<file path="config.mk">
export PLATFORM = sky130hd
export DESIGN_NAME = start_done_initiator
export DESIGN_NICKNAME = d
export VERILOG_FILES = /design/src/rtl/start_done_pkg.sv /design/src/rtl/sd_timeout_timer.sv /design/src/rtl/start_done_initiator.sv
export SDC_FILE = /design/constraint.sdc
export NUM_CORES = 1
export LEC_CHECK = 0
export CELL_PAD_IN_SITES_DETAIL_PLACEMENT = 1
export CELL_PAD_IN_SITES_GLOBAL_PLACEMENT = 1
export CORE_ASPECT_RATIO = 1.75
export CORE_MARGIN = 2
export CORE_UTILIZATION = 43
export DETAILED_ROUTE_END_ITERATION = 10
export HOLD_SLACK_MARGIN = 0.03
export PLACE_DENSITY = 0.86
export SETUP_SLACK_MARGIN = 0.1
export SYNTH_ARGS = -nofsm -noshare
export SYNTH_HDL_FRONTEND = slang
export SYNTH_SLANG_ARGS = --single-unit
</file>
<file path="constraint.sdc">
create_clock -name clk -period 2.6 [get_ports clk]
set_input_delay 0.52 -clock clk [delete_from_list [all_inputs] [get_ports clk]]
set_output_delay 0.52 -clock clk [all_outputs]
set_load 0.1 [all_outputs]
</file>
<file path="src/rtl/start_done_pkg.sv">
// Shared types and defaults for the start/done handshake (initiator and worker).
package start_done_pkg;

  typedef enum logic [2:0] {
    IDLE   = 3'd0,
    ISSUE  = 3'd1,
    WAIT   = 3'd2,
    GAP    = 3'd3,
    FINISH = 3'd4,
    ERROR  = 3'd5
  } sd_state_t;

  localparam int SD_CNT_W     = 8;
  localparam int SD_TIMEOUT   = 16;
  localparam int SD_MAX_RETRY = 2;

endpackage

</file>
<file path="src/rtl/sd_timeout_timer.sv">
// Per-job WAIT timer: cleared on issue, counts enabled cycles, flags the last allowed cycle.
module sd_timeout_timer
  import start_done_pkg::*;
#(
  parameter int TIMEOUT_CYCLES = SD_TIMEOUT
) (
  input  logic clk,
  input  logic rst_n,
  input  logic clr_i,
  input  logic en_i,
  output logic expired_o
);

  localparam int TW = (TIMEOUT_CYCLES > 1) ? $clog2(TIMEOUT_CYCLES) : 1;

  logic [TW-1:0] cnt_q;

  assign expired_o = (cnt_q == TW'(TIMEOUT_CYCLES - 1));

  // Holds at the expiry value so the count can never wrap.
  always_ff @(posedge clk or negedge rst_n) begin
    if (!rst_n)                   cnt_q <= '0;
    else if (clr_i)               cnt_q <= '0;
    else if (en_i && !expired_o)  cnt_q <= cnt_q + TW'(1);
  end

endmodule

</file>
<file path="src/rtl/start_done_initiator.sv">
// Issues a batch of start pulses, one per job, waiting for done with timeout and bounded retry.
module start_done_initiator
  import start_done_pkg::*;
#(
  parameter int CNT_W          = SD_CNT_W,
  parameter int TIMEOUT_CYCLES = SD_TIMEOUT,
  parameter int MAX_RETRY      = SD_MAX_RETRY
) (
  input  logic             clk,
  input  logic             rst_n,
  input  logic             req_valid,
  input  logic [CNT_W-1:0] req_count,
  output logic             req_ready,
  output logic             start,
  input  logic             done,
  output logic             busy,
  output logic [CNT_W-1:0] jobs_done,
  output logic             batch_done,
  output logic             timeout_err
);

  localparam int RW = (MAX_RETRY > 0) ? $clog2(MAX_RETRY + 1) : 1;

  sd_state_t        state_q, state_d;
  logic [CNT_W-1:0] rem_q, rem_d;
  logic [CNT_W-1:0] jobs_q, jobs_d;
  logic [RW-1:0]    retry_q, retry_d;
  logic             tmr_clr, tmr_en, tmr_exp;

  sd_timeout_timer #(.TIMEOUT_CYCLES(TIMEOUT_CYCLES)) u_timer (
    .clk       (clk),
    .rst_n     (rst_n),
    .clr_i     (tmr_clr),
    .en_i      (tmr_en),
    .expired_o (tmr_exp)
  );

  always_comb begin
    state_d = state_q;
    rem_d   = rem_q;
    jobs_d  = jobs_q;
    retry_d = retry_q;
    tmr_clr = 1'b0;
    tmr_en  = 1'b0;
    unique case (state_q)
      IDLE: begin
        if (req_valid) begin
          rem_d   = req_count;
          jobs_d  = '0;
          retry_d = '0;
          state_d = (req_count == '0) ? FINISH : ISSUE;
        end
      end
      ISSUE: begin
        tmr_clr = 1'b1;
        state_d = WAIT;
      end
      WAIT: begin
        // done takes priority over a timeout landing in the same cycle
        if (done) begin
          jobs_d  = (jobs_q != '1) ? jobs_q + CNT_W'(1) : jobs_q;
          rem_d   = (rem_q != '0) ? rem_q - CNT_W'(1) : rem_q;
          retry_d = '0;
          state_d = (rem_q <= CNT_W'(1)) ? FINISH : GAP;
        end else if (tmr_exp) begin
          if (retry_q < RW'(MAX_RETRY)) begin
            retry_d = retry_q + RW'(1);
            state_d = ISSUE;
          end else begin
            state_d = ERROR;
          end
        end else begin
          tmr_en = 1'b1;
        end
      end
      GAP:     state_d = ISSUE;
      FINISH:  state_d = IDLE;
      ERROR:   state_d = IDLE;
      default: state_d = IDLE;
    endcase
  end

  always_ff @(posedge clk or negedge rst_n) begin
    if (!rst_n) begin
      state_q <= IDLE;
      rem_q   <= '0;
      jobs_q  <= '0;
      retry_q <= '0;
    end else begin
      state_q <= state_d;
      rem_q   <= rem_d;
      jobs_q  <= jobs_d;
      retry_q <= retry_d;
    end
  end

  assign req_ready   = (state_q == IDLE);
  assign busy        = (state_q != IDLE);
  assign start       = (state_q == ISSUE);
  assign batch_done  = (state_q == FINISH);
  assign timeout_err = (state_q == ERROR);
  assign jobs_done   = jobs_q;

endmodule
</file>
# Word level (Yosys, flattened, before mapping)
# Index checks and enable logic that the tools add are counted.
# classes
reduce_logical	12
n_addsub	4
muxes	26
order_cmp	2
n_eq_ne	13
# ops
cell	count
$mux W8	6
$pmux W8 S2	2
$mux W3	6
$pmux W3 S4	1
$reduce_and A4 Y1	3
$add A8 B1 Y8 const B	1
$le A8 B1 Y1 const B	1
$logic_not A8 Y1	1
$mux W2	4
$mux W4	2
$ne A2 B2 Y1 const B	4
$ne A8 B8 Y1 const B	1
$reduce_bool A8 Y1	1
$sub A8 B1 Y8 const B	1
$eq A3 B2 Y1 const B	2
$eq A3 B3 Y1 const B	2
$add A4 B1 Y4 const B	1
$eq A4 B4 Y1 const B	1
$mux W1	4
$pmux W2 S2	1
$reduce_bool A2 Y1	2
$eq A3 B1 Y1 const B	1
$logic_not A3 Y1	1
$ne A3 B2 Y1 const B	1
other kinds (7)	7
# word_totals
wordCells	62
regBits	25
inputBits	12
output_inout_bits	13

# Logic depth before layout (Yosys ltp)
# logic_depth
ltp_word	7
depth_mapped	7
ltp_nobuf	6

# Cells and area by module
# Synthesis repeated with hierarchy kept, for this count alone.
# unflattened
cells_unflattened	169
hier_area_um2	1534.0
# modules_own_cells
mod	seq_area_each_um2	area_per_inst_um2	n_inst	cells_per_inst
start_done_initiator	525.5	1305.0	1	149
sd_timeout_timer	100.1	229.0	1	20

# Least setup slack after synthesis
# No wires, ideal clock.
# synth_path
path_kind	register to output
start	reg state_q[1]
end	out start
t_required_ns	2.080
arrival_time_ns	3.157
stages_incl_launch_ff	4
path_buffers	2
slack_ns	-1.077
cell_sequence	dfrtp_1 buf_4 clkbuf_1 nor3b_1
# synth_between
elab_chain_len	1
# synth_lines
element	line	text
from (decl)	start_done_initiator.sv:24	sd_state_t state_q, state_d;
from (signal assigned)	start_done_initiator.sv:90	state_q <= state_d;
$eq A3 B1 Y1	start_done_initiator.sv:99	assign start = (state_q == ISSUE);
to (decl)	start_done_initiator.sv:14	output logic start,
# No other way between the ends.

# Worst setup path in the final report
# layout_path
start	reg state_q[1]
end	out req_ready
# layout_between
elab_chain_len	1
# layout_lines
element	line	text
$logic_not A3 Y1	start_done_initiator.sv:97	assign req_ready = (state_q == IDLE);
to (decl)	start_done_initiator.sv:13	output logic req_ready,
# No other way between the ends.

==> metrics.txt <==
number of flops mapped to enable cells by yosys 0; WS Path Type reg2out; via count 1554; Layout Area Growth over Synthesis 23.9%; fin crit period 2.28 ns; power per standard cell area 1150 mW/mm²; Clock Tree Buf Depth 2; DRT Pass-1 Iters 4; Hold Crit Class reg2reg; Synth Warn # 0; Clock transition at path regs 0.09 ns; CTS Buf Count 3; Worst Path Required 2.08 ns; core area 0.00356 mm²; WHS 0.501 ns; endpoints failing hold 0; postcts setup bufs 0; share of layout cells above drive strength 1 17.6%; height of the die 83.7 µm; first-pass GRT wire length 7.76 mm; status completed; DRC 0; Area contributors post-synth dfrtp_1 (40%), o21ai_0 (4.2%), ha_1 (4.0%); Hold Path Cell Cnt 1; Site Rows 29; All-Layer GR Usage 24.0%; Reg power frac 30.9%; Filler Cells Inserted 447; Initial Util 43.9%; setup violators final 0; main combinational cell family by area after synthesis simple AND/OR/NAND/NOR gates; IO Count 25; multiplexer share of the synthesized area 3.45%; gpl congestion 0.827; DP Wirelength 3.56 mm; register area 626 µm²; commonest non-fill, non-tap cell in the layout dfrtp_1; P_sw 0.00116 W; DIE AREA 0.00415 mm²; Worst R2R Start state_q[1]; worst hold start retry_q[0]; Synth Instances 177; ANT nets after route 0; P_int 0.00105 W; initial antenna violation count 0; dpl cells 247; Routed WL 4.67 mm; # port buffers 24; global route overflow 0; syn_area_per_cell 8.82 µm²; RSZ-0062 raised after global routing no; maximum clock rate 439 MHz; crit share post-route 87.7%; slew at the pin with the worst max-slew slack 0.571 ns; WHS Endpoint retry_q[0]; largest net degree at the start of global routing 26; Seq/Total Area, Yosys 40.1%; Mapped Area 0.00156 mm²; Hold Buf Count CTS 0; reg2reg end u_timer.cnt_q[3]; Max FO, Critical Path 18; Worst R2R Setup Slack 0.58 ns; Final Skew 0.00438 ns; post-CTS sizing 0; xor and xnor area share after synthesis 1.68%; # diodes 0; Max Slew Vio Count 0; top_reg_cell synth dfrtp_1; slew margin rel. 61.9%; count of different cell masters after synthesis 48; CTS H-Tree Depth 1; total power 0.00221 W; setup TNS 0 ns; commonest cells after routing, fill and taps aside dfrtp_1 (25), buf_4 (19), nor2_1 (15); wire length per cell 18.6 µm; FF-to-FF path depth 4; multi-input logic area 880 µm²; number of synthesized register bits 25; Finished Layout Cells 251; Arr. time, crit path 1.76 ns; Synth Area in Adders 4.01%; Compound-Gate Fraction of Synth Area 21.2%; Iteration-0 DRC Markers 26; Lkg Pwr 0.824 nW; CTS Root Cell clkbuf_8; Synth Area in Simple Gates 25.2%; vias per cell 6.19; clock latency on the worst-skew pair 0.28 ns; vias in the first global route 1618; CTS tree yes; CP Capture Type primary output; Switching Fraction 52.5%; top cell type's share of synthesized area 40.1%; maxcap violations 0; Synth area leader dfrtp_1; fraction of registers with async set/reset 100%; Worst Setup Start Kind flop; Clk pwr share 11.1%; VDD IR-drop max 0.794 mV; syn_nets 194; Layout Nets 223; Comb power frac 58.0%; die width 49.6 µm; clk sink count 25
-- layout make-up --
| type | instances | area share [%] |
|---|---|---|
| Timing Repair Buffer | 32 | 15.1 |
| Multi-Input combinational cell | 136 | 45.5 |
| Inverter | 8 | 1.75 |
| Tap cell | 46 | 2.98 |
| Clock buffer | 4 | 2.33 |
| Sequential cell | 25 | 32.3 |
-- state kept, by name, indices dropped and copies added (netlist names) --
signal	cells
retry_q	2
rem_q	8
u_timer.cnt_q	4
state_q	3
jobs_done	8
-- critical path, stage by stage, from the launching register on --
cell        delay (ns)
dfrtp_1           0.59
or3_2             0.60
clkinvlp_4        0.11
buf_12            0.17
-- cells in the mapped netlist (2+ instances only) --
cell	n
a21o_1	2
mux2_2	3
o21ai_0	13
o21a_1	2
xor2_1	2
nor2b_1	2
and3_1	2
and4_1	3
nand4_1	2
nor4b_1	2
a31oi_1	6
nor3_1	5
nand2_1	14
a2bb2oi_1	2
or4_1	2
nor2_1	15
nor3b_1	4
buf_2	3
dfrtp_1	25
ha_1	5
clkbuf_1	4
nor4_1	3
inv_1	8
a21oi_1	11
mux2i_1	2
o2bb2ai_1	3
a31o_2	2
nand3_1	10
-- how the worst max path moves through the flow --
stage / from / to / slack [ns] / depth (start not counted)
4_1_cts: state_q[1] / req_ready / 0.33 / 3
6_report: state_q[1] / req_ready / 0.32 / 3
2_1_floorplan: state_q[1] / start / 0.02 / 3
3_5_place_dp: req_valid / jobs_done[0] / 0.28 / 5
5_1_grt: state_q[1] / req_ready / 0.27 / 3
3_3_place_gp: req_valid / jobs_done[0] / 0.36 / 5
-- power by group through the flow --
stage | Sequential [W] | Clock, W | Combinational [W]
2_1_floorplan | 0.000745 | 0 | 0.000800
3_3_place_gp | 0.000671 | 0 | 0.00121
3_5_place_dp | 0.000687 | 0 | 0.00127
4_1_cts | 0.000681 | 0.000244 | 0.00128
5_1_grt | 0.000702 | 0.000258 | 0.00137
6_report | 0.000685 | 0.000245 | 0.00128
-- logic make-up (layout without fill, tap and decap cells) --
| logic type | after synthesis | after routing |
|---|---|---|
| adder cells (fa/ha/maj) | 5 | 5 |
| multiplexers | 5 | 5 |
| flip-flops | 25 | 25 |
| AND/OR/NAND/NOR | 72 | 72 |
| buffers and inverters | 16 | 44 |
| AO/OA/AOI/OAI | 51 | 51 |
| XOR/XNOR | 3 | 3 |
-- through the flow --
step | util [%] | worst slack (ns) | instance area [µm²]
detailed placement | 53.1 | 0.285 | 1890
floorplan | - | 0.0160 | 1580
global placement | 53.1 | 0.358 | 1890
CTS | 54.4 | 0.329 | 1930
finish | 54.4 | 0.321 | 1930
global route | 54.4 | 0.270 | 1930
-- routing by layer --
metal / vias up / share of wire, % / track usage [%]
met5: - / 0 / 0
met4: 0 / 3.1 / 9.34
met3: 17 / 3.3 / 3.05
met2: 36 / 57 / 46.2
met1: 788 / 37 / 25.0
li1: 713 / - / -
Power figures use the tool's default switching activity.
